File: config.mk
export PLATFORM = sky130hd
export DESIGN_NAME = debug_run_ctrl
export DESIGN_NICKNAME = d
export VERILOG_FILES = /design/src/rtl/debug_pkg.sv /design/src/rtl/dbg_word_serializer.sv /design/src/rtl/debug_run_ctrl.sv
export SDC_FILE = /design/constraint.sdc
export NUM_CORES = 1
export LEC_CHECK = 0
export ABC_AREA = 0
export BUFFER_PORTS_ARGS = -buffer_cell sky130_fd_sc_hd__buf_2
export CAP_MARGIN = 40
export CORE_ASPECT_RATIO = 0.6
export CORE_MARGIN = 4
export CORE_UTILIZATION = 40
export DETAILED_ROUTE_END_ITERATION = 12
export PLACE_DENSITY = 0.68
export SLEW_MARGIN = 20
export SYNTH_ARGS = -nofsm -noshare
export SYNTH_HDL_FRONTEND = slang
export SYNTH_SLANG_ARGS = --single-unit
File: constraint.sdc
create_clock -name clk -period 2.1 [get_ports clk]
set_input_delay 0.105 -clock clk [delete_from_list [all_inputs] [get_ports clk]]
set_output_delay 0.105 -clock clk [all_outputs]
set_load 0.02 [all_outputs]
File: src/rtl/debug_pkg.sv
// Shared definitions for the debug run controller: UART command codes,
// FSM state encodings and the fixed PC/register word counts of the dump.
package debug_pkg;

    localparam logic [7:0] CMD_LOAD  = 8'h01;
    localparam logic [7:0] CMD_STEP  = 8'h02;
    localparam logic [7:0] CMD_RUN   = 8'h03;
    localparam logic [7:0] CMD_ABORT = 8'h04;

    localparam int PC_WORDS  = 1;
    localparam int REG_WORDS = 32;

    typedef enum logic [2:0] {
        ST_IDLE      = 3'd0,
        ST_STEP      = 3'd1,
        ST_RUN       = 3'd2,
        ST_DUMP_LOAD = 3'd3,
        ST_DUMP_SEND = 3'd4,
        ST_DUMP_WAIT = 3'd5
    } dbg_state_t;

endpackage

File: src/rtl/dbg_word_serializer.sv
// Splits a 32-bit word into TX_W-bit UART bytes, LSB first, tracking
// which byte of the word is in flight.
module dbg_word_serializer #(
    parameter int TX_W = 8
) (
    input  logic            clk,
    input  logic            rst,
    input  logic            load,
    input  logic [31:0]     word,
    input  logic            send,
    input  logic            tx_done,
    output logic            tx_start,
    output logic [TX_W-1:0] tx_data,
    output logic            last_byte
);

    logic [31:0] shift_reg;
    logic [1:0]  byte_cnt_reg;

    always_ff @(posedge clk or posedge rst) begin
        if (rst) begin
            shift_reg    <= '0;
            byte_cnt_reg <= '0;
        end else if (load) begin
            shift_reg    <= word;
            byte_cnt_reg <= '0;
        end else if (tx_done) begin
            shift_reg    <= shift_reg >> TX_W;
            byte_cnt_reg <= byte_cnt_reg + 2'd1;
        end
    end

    // The shift register only moves on an accepted tx_done, so the byte
    // presented with tx_start stays put until the UART has finished it.
    assign tx_data   = shift_reg[TX_W-1:0];
    assign tx_start  = send;
    assign last_byte = (byte_cnt_reg == 2'd3);

endmodule

File: src/rtl/debug_run_ctrl.sv
// Debug run controller: step/run the CPU on UART command, then dump PC,
// registers and data memory over UART. Abort-in-RUN with DEBUG_RUN_ABORT_EN.
module debug_run_ctrl
    import debug_pkg::*;
#(
    parameter int MEM_WORDS = 32,
    parameter int TX_W      = 8
) (
    input  logic            clk,
    input  logic            rst,
    input  logic            i_rx_done,
    input  logic [7:0]      i_rx_data,
    input  logic            i_load_done,
    input  logic            i_halt,
    input  logic [31:0]     i_pc,
    input  logic [31:0]     i_reg_data,
    input  logic [31:0]     i_mem_data,
    input  logic            i_tx_done,
    output logic            o_cpu_en,
    output logic            o_dbg_rd,
    output logic [4:0]      o_reg_addr,
    output logic [7:0]      o_mem_addr,
    output logic [TX_W-1:0] o_tx_data,
    output logic            o_tx_start,
    output logic            o_busy
);

    localparam int TOTAL_WORDS = PC_WORDS + REG_WORDS + MEM_WORDS;
    localparam int PTR_W       = $clog2(TOTAL_WORDS + 1);
    localparam logic [PTR_W-1:0] REG_BASE = PTR_W'(PC_WORDS);
    localparam logic [PTR_W-1:0] MEM_BASE = PTR_W'(PC_WORDS + REG_WORDS);
    localparam logic [PTR_W-1:0] LAST_PTR = PTR_W'(TOTAL_WORDS - 1);

    dbg_state_t       state_reg, state_next;
    logic             loaded_reg;
    logic [PTR_W-1:0] ptr_reg;

    logic        ser_load;
    logic        ser_send;
    logic        ser_tx_done;
    logic        ser_last;
    logic [31:0] dump_word;
    logic        in_regs;
    logic        in_mem;

    always_ff @(posedge clk or posedge rst) begin
        if (rst) begin
            state_reg  <= ST_IDLE;
            loaded_reg <= 1'b0;
            ptr_reg    <= '0;
        end else begin
            state_reg <= state_next;
            if (i_load_done)
                loaded_reg <= 1'b1;
            if (state_reg == ST_IDLE)
                ptr_reg <= '0;
            else if (ser_tx_done && ser_last && ptr_reg != LAST_PTR)
                ptr_reg <= ptr_reg + 1'b1;
        end
    end

    always_comb begin
        state_next  = state_reg;
        o_cpu_en    = 1'b0;
        o_dbg_rd    = 1'b0;
        ser_load    = 1'b0;
        ser_send    = 1'b0;
        ser_tx_done = 1'b0;
        case (state_reg)
            ST_IDLE: begin
                // A command arriving alongside i_load_done is dropped.
                if (loaded_reg && i_rx_done && !i_load_done) begin
                    if (i_rx_data == CMD_STEP)
                        state_next = ST_STEP;
                    else if (i_rx_data == CMD_RUN)
                        state_next = ST_RUN;
                end
            end
            ST_STEP: begin
                o_cpu_en   = ~i_halt;
                state_next = ST_DUMP_LOAD;
            end
            ST_RUN: begin
                o_cpu_en = ~i_halt;
                if (i_halt)
                    state_next = ST_DUMP_LOAD;
`ifdef DEBUG_RUN_ABORT_EN
                else if (i_rx_done && i_rx_data == CMD_ABORT)
                    state_next = ST_DUMP_LOAD;
`endif
            end
            ST_DUMP_LOAD: begin
                o_dbg_rd   = 1'b1;
                ser_load   = 1'b1;
                state_next = ST_DUMP_SEND;
            end
            ST_DUMP_SEND: begin
                ser_send   = 1'b1;
                state_next = ST_DUMP_WAIT;
            end
            ST_DUMP_WAIT: begin
                if (i_tx_done) begin
                    ser_tx_done = 1'b1;
                    if (!ser_last)
                        state_next = ST_DUMP_SEND;
                    else if (ptr_reg == LAST_PTR)
                        state_next = ST_IDLE;
                    else
                        state_next = ST_DUMP_LOAD;
                end
            end
            default: state_next = ST_IDLE;
        endcase
    end

    // Word 0 is the PC, then the register file, then data memory.
    assign in_regs    = (state_reg == ST_DUMP_LOAD) && (ptr_reg >= REG_BASE) && (ptr_reg < MEM_BASE);
    assign in_mem     = (state_reg == ST_DUMP_LOAD) && (ptr_reg >= MEM_BASE);
    assign o_reg_addr = in_regs ? 5'(ptr_reg - REG_BASE) : 5'd0;
    assign o_mem_addr = in_mem  ? 8'(ptr_reg - MEM_BASE) : 8'd0;
    assign dump_word  = (ptr_reg < REG_BASE) ? i_pc : (in_regs ? i_reg_data : i_mem_data);
    assign o_busy     = (state_reg != ST_IDLE);

    dbg_word_serializer #(
        .TX_W(TX_W)
    ) u_ser (
        .clk      (clk),
        .rst      (rst),
        .load     (ser_load),
        .word     (dump_word),
        .send     (ser_send),
        .tx_done  (ser_tx_done),
        .tx_start (o_tx_start),
        .tx_data  (o_tx_data),
        .last_byte(ser_last)
    );

endmodule
* Yosys cells after proc, flatten, opt, wreduce, memory -nomap -nowiden *
Cells that the tools add are included.

operators by class
  equality and inequality tests = 14
  $lt $le $gt $ge = 4
  multiplexer cells = 23
  bitwise logic cells = 1
  $add $sub $neg = 4
  reduce and logical (&&, ||, !) cells = 14

operator list
  cell                                                                                  count
  32-bit 2-to-1 mux                                                                     4
  3-bit 2-to-1 mux                                                                      6
  3-bit one-hot mux with 6 select lines                                                 1
  8-bit by 2-bit == test with 1-bit output (second input constant)                      2
  7-bit 2-to-1 mux                                                                      2
  8-bit 2-to-1 mux                                                                      1
  7-bit by 6-bit subtractor with 8-bit output (second input constant)                   1
  7-bit by 1-bit adder with 7-bit output (second input constant)                        1
  7-bit == test (second input constant)                                                 1
  7-bit by 1-bit greater-or-equal comparator with 1-bit output (second input constant)  1
  7-bit by 6-bit greater-or-equal comparator with 1-bit output (second input constant)  1
  1-bit logical AND                                                                     7
  7-bit by 1-bit less-than comparator with 1-bit output (second input constant)         1
  7-bit by 6-bit less-than comparator with 1-bit output (second input constant)         1
  7-bit != test (second input constant)                                                 1
  3-bit by 2-bit == test with 1-bit output (second input constant)                      2
  3-bit == test (second input constant)                                                 2
  2-bit 2-to-1 mux                                                                      3
  1-bit 2-to-1 mux                                                                      5
  5-bit 2-to-1 mux                                                                      1
  5-bit by 1-bit subtractor with 5-bit output (second input constant)                   1
  2-bit != test (second input constant)                                                 2
  4-bit AND reduction                                                                   1
  2-bit nonzero test                                                                    2
  other kinds (10)                                                                      10

storage, ports and cells
  flip-flop bits (word level) = 45
  output and inout bits = 25
  input bits = 110
  word-level logic and storage cells = 65

* Logic depth before layout (Yosys ltp) *
  depth after elaboration = 6
  depth in mapped cells = 7
  mapped depth without buffers = 6

* By module *
A second synthesis with hierarchy kept.

unflattened totals
  cell total of the unflattened synthesis = 419
  area, all modules = 3,218.1 um2

by module, submodules not included
  module               cells each  area each (um2)  seq. area each (um2)  instances
  dbg_word_serializer  156         1,626.6          850.8                 1
  debug_run_ctrl       263         1,591.5          275.3                 1

* Least setup slack after synthesis *
No wires, ideal clock.

  path type = register -> output
  start = register ptr_reg[0]
  end = output o_reg_addr[0]
  required time = 1.995 ns
  path slack = -0.218 ns
  stages on the path, launching flop included = 8
  buffers on the path = 1
  data arrival time = 2.213 ns
  cell sequence = dfrtp_1 inv_1 ha_1 or4b_4 a211oi_4 buf_6 o21ai_1 nor2_1

on the way
  word-level cells in the longest chain between the ends = 4
  elaborated cells on any way between the ends = 6
  those cells by class = add/sub: 1; order compare: 2; mux: 1; reduce/logical: 2

ends and longest elaborated chain
  element                                                       line                   RTL
  start, declared                                               debug_run_ctrl.sv:36   logic [PTR_W-1:0] ptr_reg;
  start signal, assigned                                        debug_run_ctrl.sv:58   ptr_reg <= ptr_reg + 1'b1;
  7-bit by 1-bit greater-or-equal comparator with 1-bit output  debug_run_ctrl.sv:117  assign in_regs = (state_reg == ST_DUMP_LOAD) && (ptr_reg >= REG_BASE) && (ptr_reg < MEM_BASE);
  1-bit logical AND (2 in a row)                                debug_run_ctrl.sv:117
  5-bit 2-to-1 mux *                                            debug_run_ctrl.sv:119  assign o_reg_addr = in_regs ? 5'(ptr_reg - REG_BASE) : 5'd0;
  end, declared                                                 debug_run_ctrl.sv:21   output logic [4:0] o_reg_addr,

Every way passes the cells marked *; elsewhere a longest branch is shown, timed or not.

* Worst setup path after layout *
  start = register ptr_reg[1]
  end = output o_mem_addr[7]

on the way
  word-level cells in the longest chain between the ends = 3
  elaborated cells on any way between the ends = 4
  those cells by class = add/sub: 1; order compare: 1; mux: 1; reduce/logical: 1

ends and longest elaborated chain
  element                                                       line                   RTL
  7-bit by 6-bit greater-or-equal comparator with 1-bit output  debug_run_ctrl.sv:118  assign in_mem = (state_reg == ST_DUMP_LOAD) && (ptr_reg >= MEM_BASE);
  1-bit logical AND                                             debug_run_ctrl.sv:118
  8-bit 2-to-1 mux *                                            debug_run_ctrl.sv:120  assign o_mem_addr = in_mem ? 8'(ptr_reg - MEM_BASE) : 8'd0;
  end, declared                                                 debug_run_ctrl.sv:22   output logic [7:0] o_mem_addr,

Marked as above.

==> impl_metrics.py <==
metrics = {
    "setup_path": {
        "cp.required_ns": 2.00,
        "path_class": "flip-flop to output port",
        "crit_path_top_delay_cell": "or4b_4",
        "cp_slowest_stage_delay_ns": 0.50,
        "startpoint_type": "flip-flop",
        "worstPathArrival_ns": 2.20,
        "crit_path_end_kind": "output port",
        "crit_path_max_fanout": 8,
        "cpMostUsedCell": "buf_6",
        "path_cells": "inv_2 > ha_4 > or4b_4 > buf_6 > o21a_1 > o21ai_2 > buf_6 > nor3_1 > buf_2",
    },
    "timing": {
        "fin_worst_skew_ns": 0.00564,
        "setup_ws_ns": -0.210,
        "final_max_slew_viol_count": 0,
        "finalCritPeriodShare": 1.10,
        "period_needed_ns": 2.31,
        "slew_headroom": 0.534,
        "max_freq_mhz": 433,
        "tightest_slew_ns": 0.693,
        "rsz0062_at_grt": "yes",
        "setup_viol": 40,
        "hold_viol": 0,
    },
    "floorplanning": {
        "die_h_um": 78.2,
        "die_x_um": 125,
        "row_count": 25,
        "ios": 135,
        "start_util": 0.415,
        "dieArea_um2": 9770,
        "core_um2": 7910,
    },
    "outcome": {
        "violations": "setup timing",
        "status": "finished with violations",
    },
    "yosys": {
        "synth-compound-area-share": 0.288,
        "yosys_warnings": 0,
        "synth-seq-cells": 45,
        "async_flop_share": 1.00,
        "synth_nets": 490,
        "ys_types": 59,
        "postSynthAreaPerCell_um2": 8.76,
        "synth-xor-area-share": 0.0160,
        "synth_top_family_by_area": "compound AO/OA/AOI/OAI gates",
        "synthCells": 375,
        "ys_seq_area_frac": 0.343,
        "yosys-mux-area-fraction": 0.00953,
        "synthAdderAreaFrac": 0.0191,
        "yosys.area_share.simple": 0.237,
        "synth_flop_cell": "dfrtp_1",
        "synth_area_um2": 3280,
        "synth_edf_count": 0,
    },
    "clocking": {
        "path_clk_slew_ns": 0.06,
        "cts_root_buf": "clkbuf_16",
        "cts_tree": "built",
        "clock_latency_ns": 0.29,
        "clk_path_buf_depth": 2,
        "cts_buffers": 5,
        "numClockSinks": 45,
        "htreeDepth": 2,
    },
    "grt": {
        "grt_pass1_vias": 3603,
        "grt_pass1_wl_mm": 18.9,
        "grt-ovfl-total": 0,
        "track_usage": 0.237,
        "antenna_found_initial": 0,
        "grt_max_degree": 42,
    },
    "finish": {
        "fin_util": 0.659,
        "final-seq-area_um2": 1130,
        "multiInputGateArea_um2": 2410,
        "syn_to_final_growth_pct": 58.9,
        "layout_commonest_cell": "buf_2",
        "layout_common_cells": "buf_2 (125), dfrtp_1 (44), nor2_1 (40), buf_4 (36), buf_6 (19)",
        "drive_above_1_share": 0.561,
        "n_antenna_cell": 0,
        "nFillCells": 644,
        "largest_register_ffs": 32,
        "fin_nets": 645,
    },
    "power": {
        "ir_drop_mv": 0.532,
        "leakage_nw": 2.30,
        "powerDensity_nw_per_um2": 922,
        "total_power_mw": 4.81,
    },
    "routing": {
        "drtIter0Drc": 349,
        "routed.top_layer": "met4",
        "drc": 0,
        "wl_met1_mm": 6.03,
        "wl_met2_mm": 5.73,
        "first_pass_iters": 4,
        "postRouteAntennaNets": 0,
        "dr_wl_met3_mm": 1.26,
        "wl_per_cell_um": 20.6,
        "num_vias": 3809,
        "avgViaCountPerCell": 5.96,
        "routed_wl_mm": 13.2,
    },
    "place": {
        "numPortBuffers": 134,
        "dp.final_hpwl_mm": 8.79,
        "gp_congestion": 0.926,
    },
    "hold_path": {
        "min_path_type": "input pin to flip-flop",
    },
    "job": {
        "drv_cap": 0,
    },
}
## stage by stage
step	cells	setup slack, ns	area, um2	setup TNS (ns)	hold slack [ns]
final	639	-0.210	5220	-4.68	0.0258
after global routing	639	-0.264	5220	-7.72	0.0274
after CTS	628	-0.199	4700	-4.76	0.0253
after detailed placement	615	-0.114	4390	-0.479	0.165
after global placement	615	-0.0279	4390	-0.0279	0.162
after floorplan	375	-0.0659	3490	-0.304	0.214
## kinds of logic after synthesis
group / count (synthesis)
multiplexers: 3
AND/OR/NAND/NOR: 153
AO/OA/AOI/OAI: 106
XOR/XNOR: 6
flip-flops: 45
adder cells (fa/ha/maj): 5
buffers and inverters: 57
## cell type report
type / count / area share
multi-input combinational: 273 / 0.462
timing repair buffer: 190 / 0.251
sequential: 45 / 0.216
clock buffer: 6 / 0.0266
tap: 108 / 0.0259
inverter: 15 / 0.0108
clock inverter: 2 / 0.00719
## critical path: cells and delay by family (launching register included)
family                   cells  cell delay (ns)
AND/OR/NAND/NOR              2             0.56
buffers and inverters        4             0.54
flip-flops                   1             0.39
AO/OA/AOI/OAI                2             0.29
adder cells (fa/ha/maj)      1             0.13
## synthesized netlist by cell type (all sizes together) (4+ instances only)
library cell   n  share of area
o41ai         15          0.067
inv           15          0.017
and3           9          0.017
or3            4         0.0076
nor3          39          0.059
nand2          9          0.010
o21ai          8          0.012
dfrtp         45           0.34
ha             5          0.019
a311oi        15          0.040
a2bb2oi        8          0.021
o21a           5          0.011
buf           29          0.056
a221oi         8          0.021
o22a           8          0.021
nor2          48          0.057
a22oi          6          0.014
xnor2          5          0.013
a21oi         12          0.018
nand3         23          0.035
clkbuf        13          0.015
## power breakdown
| group | internal [mW] | leakage, nW | switching [mW] |
|---|---|---|---|
| logic | 1.14 | 1.68 | 1.33 |
| registers | 1.19 | 0.533 | 0.211 |
| clock network | 0.594 | 0.0831 | 0.350 |
## worst paths after layout
check                       startpoint             endpoint  slack, ns  cells past startpoint
setup / recovery            ptr_reg[1]        o_mem_addr[7]      -0.21                      9
hold / removal             i_load_done           loaded_reg       0.03                      2
setup reg to reg            ptr_reg[1]  u_ser.shift_reg[10]      -0.16                      9
hold reg to reg             loaded_reg           loaded_reg       0.47                      1
max in group asynchronous          rst           ptr_reg[0]       1.39                      4
min in group asynchronous          rst   u_ser.shift_reg[3]       0.40                      4
## timing repair
item	4_1_cts	5_1_grt
gates resized for setup	25	71
pin swaps	9	35
setup buffers	5	7
cloned	0	5
endpoints found under the hold margin	45	0
hold buffers	1	0
setup endpoints to repair	42	45
## routing by layer
metal,track usage,vias up
met5,0,-
met1,0.345,1858
met2,0.355,201
met3,0.0727,14
met4,0.0346,0
li1,-,1736
No activity file was read; power rests on OpenSTA's default activity.
